**src/rtl/bin_to_bcd_seq.sv**
```systemverilog
// Sequential binary-to-BCD converter using shift-and-add-3 (double dabble),
// one input bit per cycle, with valid/ready handshakes on both sides.
module bin_to_bcd_seq #(
    parameter int BIN_W    = 8,
    parameter int DIGITS   = 3,
    parameter int LZ_BLANK = 0
) (
    input  logic                  clk,
    input  logic                  rst_n,
    input  logic                  in_valid,
    output logic                  in_ready,
    input  logic [BIN_W-1:0]      bin_in,
    output logic                  out_valid,
    input  logic                  out_ready,
    output logic [4*DIGITS-1:0]   bcd_out,
    output logic                  overflow
);

    localparam int ACC_W = 4 * DIGITS;
    localparam int CNT_W = $clog2(BIN_W + 1);

    function automatic longint unsigned max_for_digits(input int d);
        longint unsigned v;
        v = 1;
        for (int i = 0; i < d; i++) v = v * 10;
        return v - 1;
    endfunction

    localparam longint unsigned MAX_VAL = max_for_digits(DIGITS);

    typedef enum logic [1:0] {IDLE, SHIFT, DONE} state_t;

    state_t             state;
    state_t             next_state;
    logic               started;
    logic [BIN_W-1:0]   bin_reg;
    logic [ACC_W-1:0]   acc;
    logic [ACC_W-1:0]   acc_adj;
    logic [ACC_W-1:0]   final_bcd;
    logic [CNT_W-1:0]   cnt;
    logic               ovf_reg;
    logic               seen;
    logic               accept;

    // Next-state logic; in_ready stays low until the first edge after reset.
    always_comb begin
        next_state = state;
        in_ready   = 1'b0;
        out_valid  = 1'b0;
        accept     = 1'b0;
        case (state)
            IDLE: begin
                in_ready = started;
                if (in_valid && started) begin
                    accept     = 1'b1;
                    next_state = SHIFT;
                end
            end
            SHIFT: begin
                if (cnt == '0) next_state = DONE;
            end
            DONE: begin
                out_valid = 1'b1;
                if (out_ready) next_state = IDLE;
            end
            default: next_state = IDLE;
        endcase
    end

    always_comb begin
        acc_adj = acc;
        for (int d = 0; d < DIGITS; d++) begin
            if (acc[4*d +: 4] >= 4'd5) acc_adj[4*d +: 4] = acc[4*d +: 4] + 4'd3;
        end
    end

    // Result formatting: saturate on overflow, otherwise optional leading-zero blanking.
    always_comb begin
        final_bcd = acc;
        seen      = 1'b0;
        for (int d = DIGITS - 1; d >= 1; d--) begin
            if (acc[4*d +: 4] != 4'd0) seen = 1'b1;
            if ((LZ_BLANK != 0) && !seen) final_bcd[4*d +: 4] = 4'hF;
        end
        if (ovf_reg) final_bcd = {DIGITS{4'h9}};
    end

    always_ff @(posedge clk or negedge rst_n) begin
        if (!rst_n) begin
            state   <= IDLE;
            started <= 1'b0;
        end else begin
            state   <= next_state;
            started <= 1'b1;
        end
    end

    // The extra cycle at cnt==0 registers the formatted result before DONE.
    always_ff @(posedge clk or negedge rst_n) begin
        if (!rst_n) begin
            bin_reg  <= '0;
            acc      <= '0;
            cnt      <= '0;
            ovf_reg  <= 1'b0;
            bcd_out  <= '0;
            overflow <= 1'b0;
        end else begin
            if (accept) begin
                bin_reg <= bin_in;
                ovf_reg <= (64'(bin_in) > MAX_VAL);
                acc     <= '0;
                cnt     <= CNT_W'(BIN_W);
            end else if (state == SHIFT) begin
                if (cnt != '0) begin
                    acc     <= ACC_W'({acc_adj, bin_reg[BIN_W-1]});
                    bin_reg <= bin_reg << 1;
                    cnt     <= cnt - CNT_W'(1);
                end else begin
                    bcd_out  <= final_bcd;
                    overflow <= ovf_reg;
                end
            end
        end
    end

endmodule

```
**config.mk**
```make
export PLATFORM = sky130hd
export DESIGN_NAME = bin_to_bcd_seq
export DESIGN_NICKNAME = d
export VERILOG_FILES = /design/src/rtl/bin_to_bcd_seq.sv
export SDC_FILE = /design/constraint.sdc
export NUM_CORES = 1
export LEC_CHECK = 0
export ABC_AREA = 1
export CAP_MARGIN = 20
export CORE_MARGIN = 2
export CORE_UTILIZATION = 49
export DETAILED_ROUTE_END_ITERATION = 8
export PLACE_DENSITY = 0.75
export SLEW_MARGIN = 5
export SYNTH_ARGS = -nofsm -noshare
export SYNTH_HDL_FRONTEND = slang
export SYNTH_SLANG_ARGS = --single-unit
```
**constraint.sdc**
```tcl
create_clock -name clk -period 1.3 [get_ports clk]
set_input_delay 0.195 -clock clk [delete_from_list [all_inputs] [get_ports clk]]
set_output_delay 0.195 -clock clk [all_outputs]
set_load 0.05 [all_outputs]
```
Word-level counts from Yosys, hierarchy flattened:

Index checks and enable logic that the tools add are counted.
Widths: inputs -> output; s select.

* add/subtract/negate cells: 4
* multipliers: 0
* div/mod/pow operators: 0
* order comparisons: 3
* equal/unequal tests: 5
* shifts and indexed selects: 0
* muxes and demuxes: 20
* bitwise gates (word level): 2
* reductions and logical operators: 9

Operators with widths (count)
* $mux 12: 3
* $mux 8: 3
* $mux 4: 5
* $ge 4x3->1 const B: 3
* $add 4x2->4 const B: 2
* $mux 2: 3
* $ne 2x2->1 const B: 3
* $pmux 2 s3: 1
* $reduce_and 3->1: 2
* $logic_not 4->1: 1
* $mux 1: 4
* $reduce_bool 2->1: 2
* $reduce_bool 4->1: 1
* $sub 4x1->4 const B: 1
* $add 3x2->3 const B: 1
* $mux 3: 1
* $eq 2x1->1 const B: 1
* $eq 2x2->1 const B: 1
* $logic_not 2->1: 1
* $not 1->1: 2
* $reduce_and 2->1: 1
* $logic_and 1x1->1: 1

* bits in registers: 39
* latch bits: 0
* RAM bits: 0
* ROM bits: 0
* bits of input ports: 12
* output and inout bits: 15
* word-level logic and storage cells: 49
* memories kept: 0

Logic depth before layout (Yosys ltp):

Gate-level depths: netlist of run 1.

* depth in word-level cells: 5
* depth in mapped cells: 9
* gate-level depth less buffers: 8

Worst setup path after synthesis of run 1:

No wires, ideal clock.

* path type: register to output
* start: register state[0]
* end: output in_ready
* data arrival time: 1.272 ns
* data required time: 1.105 ns
* path slack: -0.167 ns
* cell stages (with the launch flop): 4
* buffers on the path: 0
* cell sequence: dfrtp_1 nor2_2 inv_1 nor2_1

* longest elaborated chain between the ends: 2

Ends and longest elaborated chain
* from (decl): line 33 `state_t state;`
* from (signal assigned): line 93 `state <= next_state;`
* $logic_not 2->1: line 51 `case (state)`
* $mux 1: line 51
* to (decl): line 11 `output logic in_ready,`

No other way between the ends.

Worst setup path after layout of run 1:

* start: register cnt[1]
* end: register bcd_out[2]

* longest elaborated chain between the ends: 3

Ends and longest elaborated chain
* from (decl): line 40 `logic [CNT_W-1:0] cnt;`
* from (signal assigned): line 112 `cnt <= CNT_W'(BIN_W);`
* from (signal assigned): line 117 `cnt <= cnt - CNT_W'(1);`
* $reduce_bool 4->1: line 114 `if (cnt != '0) begin`
* $not 1->1 (no source line)
* $reduce_and 3->1 (no source line)
* to (signal assigned): line 119 `bcd_out <= final_bcd;`
* to (decl): line 15 `output logic [4*DIGITS-1:0] bcd_out,`

No other way between the ends.
A chain may end at the register's enable or synchronous reset.

==> impl_metrics.py, run 1 <==
metrics = {
    "synth": {
        "synth_edf_count": 0,
        "syn_inst": 231,
        "yosys_warnings": 0,
        "ys_types": 28,
        "syn-num-nets": 251,
        "synthTopCellsByArea": "dfrtp_1 (50%), nand2_1 (14%), ha_1 (5.1%)",
        "netlist_area_um2": 1950,
        "async_flop_share_pct": 100,
        "ys_seq_elements": 39,
        "ys.flop_type": "dfrtp_1",
        "yosysSeqAreaShare_pct": 49.9,
        "yosys.area.top_type": "dfrtp_1",
        "netlist.area_leader.share_pct": 49.9,
        "avgSynthCellArea_um2": 8.46,
    },
    "sta": {
        "timing.final.crit_share_pct": 106,
        "setup_viol": 16,
        "skew_ns": 0.00821,
        "finalCriticalPeriod_ns": 1.38,
        "setup_ws_ns": -0.0801,
        "grt_setup_unrepaired": "true",
        "finalHoldViolCount": 0,
        "maxSlewViolCount": 0,
        "holdWs_ns": 0.380,
        "max_freq_ghz": 0.725,
    },
    "global_route": {
        "overflow": 0,
        "grt_pass1_vias": 1634,
        "grt_max_degree": 40,
        "grt_pass1_wl_um": 7000,
        "antenna_found_initial": 0,
        "grt_usage_pct": 20.7,
    },
    "pwr": {
        "p_int_mw": 4.88,
        "pwr-share-seq_pct": 25.3,
        "finalPower_mw": 8.90,
        "swShare_pct": 45.2,
        "p_clk_share_pct": 12.0,
        "p_comb_share_pct": 62.7,
        "peakVddDrop_uv": 1780,
        "switchingPower_mw": 4.02,
        "powerDensity_nw_per_um2": 2890,
        "power_leakage_nw": 1.51,
    },
    "route": {
        "wl_met1_um": 2140,
        "routed-wl-met2_um": 2770,
        "wl_per_cell_um": 15.4,
        "route.met3.wl_um": 232,
        "postRouteWirelength_um": 5230,
        "drtIter0Drc": 150,
        "num_vias": 1820,
        "firstDrtPassIters": 4,
        "drc": 0,
        "antenna_left": 0,
        "via_per_inst": 5.35,
        "routed.top_layer": "met4",
    },
    "clocking": {
        "h-tree-depth": 2,
        "numCtsBuffers": 5,
        "insertion_delay_ns": 0.30,
        "clk_pin_slew_ns": 0.08,
        "clk_path_buf_depth": 2,
        "numClockSinks": 39,
        "cts-root-buf": "clkbuf_8",
        "tritoncts": "yes",
    },
    "placement": {
        "dpl.hpwl_um": 2770,
        "numPortBuffers": 25,
        "routabilityCongestion": 0.848,
        "pre_cts_ws_ns": -0.116,
        "placed_area_um2": 2540,
    },
    "layout": {
        "layout_commonest_cell": "nand2_1",
        "final_cell_area_um2": 3080,
        "fillers": 203,
        "multi_input_area_um2": 1050,
        "nets": 311,
        "layout_common_cells": "nand2_1 (55), dfrtp_1 (39), buf_4 (20)",
        "regArea_um2": 976,
        "antenna_cells": 0,
        "area_delta_synth_final_pct": 57.5,
        "drive_gt1_share_pct": 41.8,
    },
    "die": {
        "fp.dieH_um": 67.2,
        "die_area_um2": 4510,
        "core_um2": 3740,
        "die_w_um": 67.2,
        "ios": 27,
        "start_util_pct": 52.2,
        "rows": 22,
    },
    "setup_path": {
        "arrival_ns": 1.57,
        "rrSetupSlack_ns": -0.08,
        "endpoint_kind": "flip-flop",
        "cp-startpoint": "cnt[1]",
        "critPathKind": "reg -> reg",
        "crit_fanout": 6,
        "worstSetupEndpoint": "bcd_out[2]",
        "r2r_start": "cnt[1]",
        "worstSetupStartpointType": "flip-flop",
        "r2r_cells": 7,
        "reg2reg_to": "bcd_out[2]",
        "required_ns": 1.49,
    },
    "run_status": {
        "violations": "negative setup slack",
        "outcome": "finished with violations",
    },
    "worst_hold_path": {
        "hold_class": "in -> async",
    },
    "flow_run": {
        "maxCapViolations": 0,
    },
}
## cell usage after synthesis (2+ instances only)
cell and instances:
o21ai_0 13, ha_1 8, buf_2 2, nand3_1 19, nor2_1 8, nand4_1 5, o21ai_1 12, a21oi_1 3
nand2_1 73, buf_6 3, conb_1 2, o21ai_2 4, dfrtp_1 39, inv_1 26
## how the worst min path moves through the flow
stage / startpoint / to / slack, ns
6_report: rst_n / bcd_out[3] / 0.38
5_1_grt: rst_n / bcd_out[4] / 0.40
4_1_cts: rst_n / bcd_out[3] / 0.40
3_5_place_dp: rst_n / bcd_out[3] / 0.18
3_3_place_gp: rst_n / bcd_out[3] / 0.18
2_1_floorplan: rst_n / acc[0] / -0.10
## metrics by stage
step,utilization (%),setup TNS (ns),instances
final,82.2,-0.356,340
after global placement,67.7,-0.336,316
after CTS,71.4,-0.0683,326
after floorplan,-,0,231
after detailed placement,67.7,-0.660,316
after global routing,82.2,-1.86,340
## power by group through the flow
stage | combinational (mW) | sequential [mW] | clock [mW]
after global placement | 4.13 | 2.15 | 0
final | 5.58 | 2.25 | 1.07
after floorplan | 2.14 | 2.54 | 0
after global routing | 5.98 | 2.31 | 1.13
after CTS | 4.33 | 2.15 | 1.06
after detailed placement | 4.26 | 2.17 | 0
## per-layer routing
layer / global-route usage, % / vias to the layer above
met5: 0 / -
met2: 35.6 / 64
met4: 5.87 / 0
met3: 6.33 / 9
met1: 24.9 / 884
li1: - / 863
## cells by family (layout without fill, tap and decap cells)
family | Yosys count | after routing | synth area share (%)
and+or+nand+nor | 112 | 112 | 25.5
DFF | 39 | 39 | 49.9
AOI/OAI and AO/OA | 35 | 35 | 10.5
buffers and inverters | 34 | 95 | 8.13
adders and majority gates | 8 | 8 | 5.12
other | 2 | 2 | 0.384
xor gates and xnor gates | 1 | 1 | 0.448
## final cells by class
cell class                      count  share of cell area [%]
Timing Repair Buffer               59                    24.7
Sequential cell                    39                    31.7
Tap cell                           48                    1.95
Clock inverter                      2                    1.14
Multi-Input combinational cell    158                    34.2
Inverter                           28                    3.66
Clock buffer                        6                    2.68
## critical path, stage by stage (launching register included)
cell,delay (ns)
dfrtp_1,0.40
inv_2,0.09
ha_4,0.18
buf_6,0.11
nand3_4,0.13
clkbuf_16,0.21
nand2_1,0.07
o21ai_1,0.08
## what timing repair did
action	CTS	global route
pin swaps	2	10
buffers inserted	1	10
resized for setup	2	77
hold buffers	1	0
cloned	0	4
hold endpoints to repair	39	0
endpoints found under the setup margin	7	28
Note: power is estimated with default switching activity, not from simulation.
==> run 2: changes to the inputs <==
CORE_UTILIZATION = 30   (was 49)
PLACE_DENSITY = default   (was 0.75)
==> run 2 against run 1 <==
The flow still finishes with violations (negative setup slack); core utilization down 36 points; critical path depth down 3; sequential power down 3%; total power down 5.8%; non-clock buffer count down 9; maximum frequency up 1.9%; critical endpoint is now in_ready.
==> impl_metrics.py, run 2 (synthesis results as in run 1) <==
metrics = {
    "clocking": {
        "numClockSinks": 39,
        "clk_pin_slew_ns": 0.08,
        "h-tree-depth": 2,
        "cts-root-buf": "clkbuf_8",
        "tritoncts": "yes",
        "numCtsBuffers": 5,
        "insertion_delay_ns": 0.29,
        "clk_path_buf_depth": 2,
    },
    "layout": {
        "stdcell_count": 360,
        "nets": 303,
        "layout_common_cells": "nand2_1 (63), dfrtp_1 (38), inv_1 (18), buf_12 (18)",
        "area_delta_synth_final_pct": 50.7,
        "drive_gt1_share_pct": 33.9,
        "antenna_cells": 0,
        "post-route-util_pct": 46.7,
        "layout_commonest_cell": "nand2_1",
        "final_cell_area_um2": 2950,
    },
    "global_route": {
        "grt_usage_pct": 11.7,
        "antenna_found_initial": 0,
        "overflow": 0,
        "grt_pass1_vias": 1533,
        "grt_max_degree": 40,
        "grt_pass1_wl_um": 6770,
    },
    "route": {
        "wl_per_cell_um": 12.2,
        "antenna_left": 0,
        "drc": 0,
        "via_per_inst": 4.64,
        "firstDrtPassIters": 4,
        "num_vias": 1669,
        "postRouteWirelength_um": 4380,
        "drtIter0Drc": 69,
    },
    "placement": {
        "placed_cells": 343,
        "pre_cts_ws_ns": -0.0386,
        "routabilityCongestion": 0.823,
        "dpl.hpwl_um": 2680,
        "numPortBuffers": 25,
        "placed_area_um2": 2570,
    },
    "pwr": {
        "p_comb_share_pct": 61.9,
        "powerDensity_nw_per_um2": 2840,
        "finalPower_mw": 8.38,
        "peakVddDrop_uv": 1360,
        "swShare_pct": 44.2,
        "p_clk_share_pct": 11.9,
        "p_int_mw": 4.68,
        "pwr-share-seq_pct": 26.2,
        "switchingPower_mw": 3.70,
        "power_leakage_nw": 1.42,
    },
    "die": {
        "die_area_um2": 7180,
        "start_util_pct": 31.0,
        "fp.dieH_um": 84.7,
        "core_um2": 6310,
        "rows": 29,
        "die_w_um": 84.7,
        "ios": 27,
    },
    "worst_hold_path": {
        "hold_class": "in -> async",
    },
    "sta": {
        "finalHoldViolCount": 0,
        "grt_setup_unrepaired": "true",
        "final.setup.tns_ns": -0.0543,
        "max_freq_ghz": 0.738,
        "maxSlewViolCount": 0,
        "finalCriticalPeriod_ns": 1.35,
        "holdWs_ns": 0.384,
        "skew_ns": 0.00338,
        "setup_ws_ns": -0.0543,
        "setup_viol": 1,
        "timing.final.crit_share_pct": 104,
    },
    "run_status": {
        "violations": "negative setup slack",
        "outcome": "finished with violations",
    },
    "setup_path": {
        "crit_fanout": 4,
        "r2r_cells": 6,
        "slowest_delay_ns": 0.41,
        "path_depth": 4,
        "cp.buffers_inverters": 2,
        "endpoint_kind": "output pin",
        "crit_chain": "nor2_2 -> inv_2 -> nor2_4 -> buf_12",
        "worstSetupStartpointType": "flip-flop",
        "arrival_ns": 1.16,
        "crit_family": "flip-flops",
        "required_ns": 1.11,
        "critPathSlowestCell": "dfrtp_1",
        "critPathKind": "reg -> out",
    },
    "flow_run": {
        "maxCapViolations": 0,
    },
}
[run 2: timing repair]
item,CTS,global route
resized for setup,12,44
endpoints found under the setup margin,6,35
hold endpoints to repair,39,0
setup buffers,2,5
hold buffers,1,0
cloned,0,3
pin swaps,3,13
[run 2: final timing paths]
| check | to | from | slack [ns] |
|---|---|---|---|
| setup reg to reg | acc[7] | state[0] | 0.01 |
| setup / recovery | in_ready | state[0] | -0.05 |
| hold / removal | acc[5] | rst_n | 0.38 |
| min in group clk | bin_reg[0] | bin_in[0] | 0.45 |
| hold reg to reg | bin_reg[3] | bin_reg[3] | 0.49 |
| max in group asynchronous | cnt[2] | rst_n | 0.69 |
[run 2: cell type report]
type,instances,area [µm²]
fillers,624,3370
clock inverters,1,30.0
flip-flops and latches,39,977
well taps,77,96.3
multi-input cells,158,973
clock buffers,6,72.6
inverters,28,113
repair inverters,1,11.3
repair buffers,50,672
[run 2: metal layers]
| metal | wire [µm] | GRT usage (%) | share of wire [%] |
|---|---|---|---|
| met2 | 2180 | 18.9 | 50 |
| met4 | 49 | 3.75 | 1.1 |
| met3 | 149 | 3.54 | 3.4 |
| met5 | 0 | 0 | 0 |
| met1 | 2000 | 15.1 | 46 |
[run 2: power groups by stage]
| stage | clock, mW | sequential [mW] | combinational [mW] |
|---|---|---|---|
| final | 0.995 | 2.19 | 5.19 |
| after global routing | 1.08 | 2.26 | 5.66 |
| after CTS | 1.03 | 2.16 | 4.34 |
| after detailed placement | 0 | 2.17 | 4.19 |
| after global placement | 0 | 2.16 | 4.12 |
| after floorplan | 0 | 2.54 | 2.14 |
[run 2: worst register-to-register path, cell delays in order, from the launching register on]
cell	delay (ns)
dfrtp_1	0.41
nor2_2	0.12
buf_4	0.13
nand3_4	0.13
nand2_8	0.17
clkbuf_16	0.17
o21ai_2	0.05
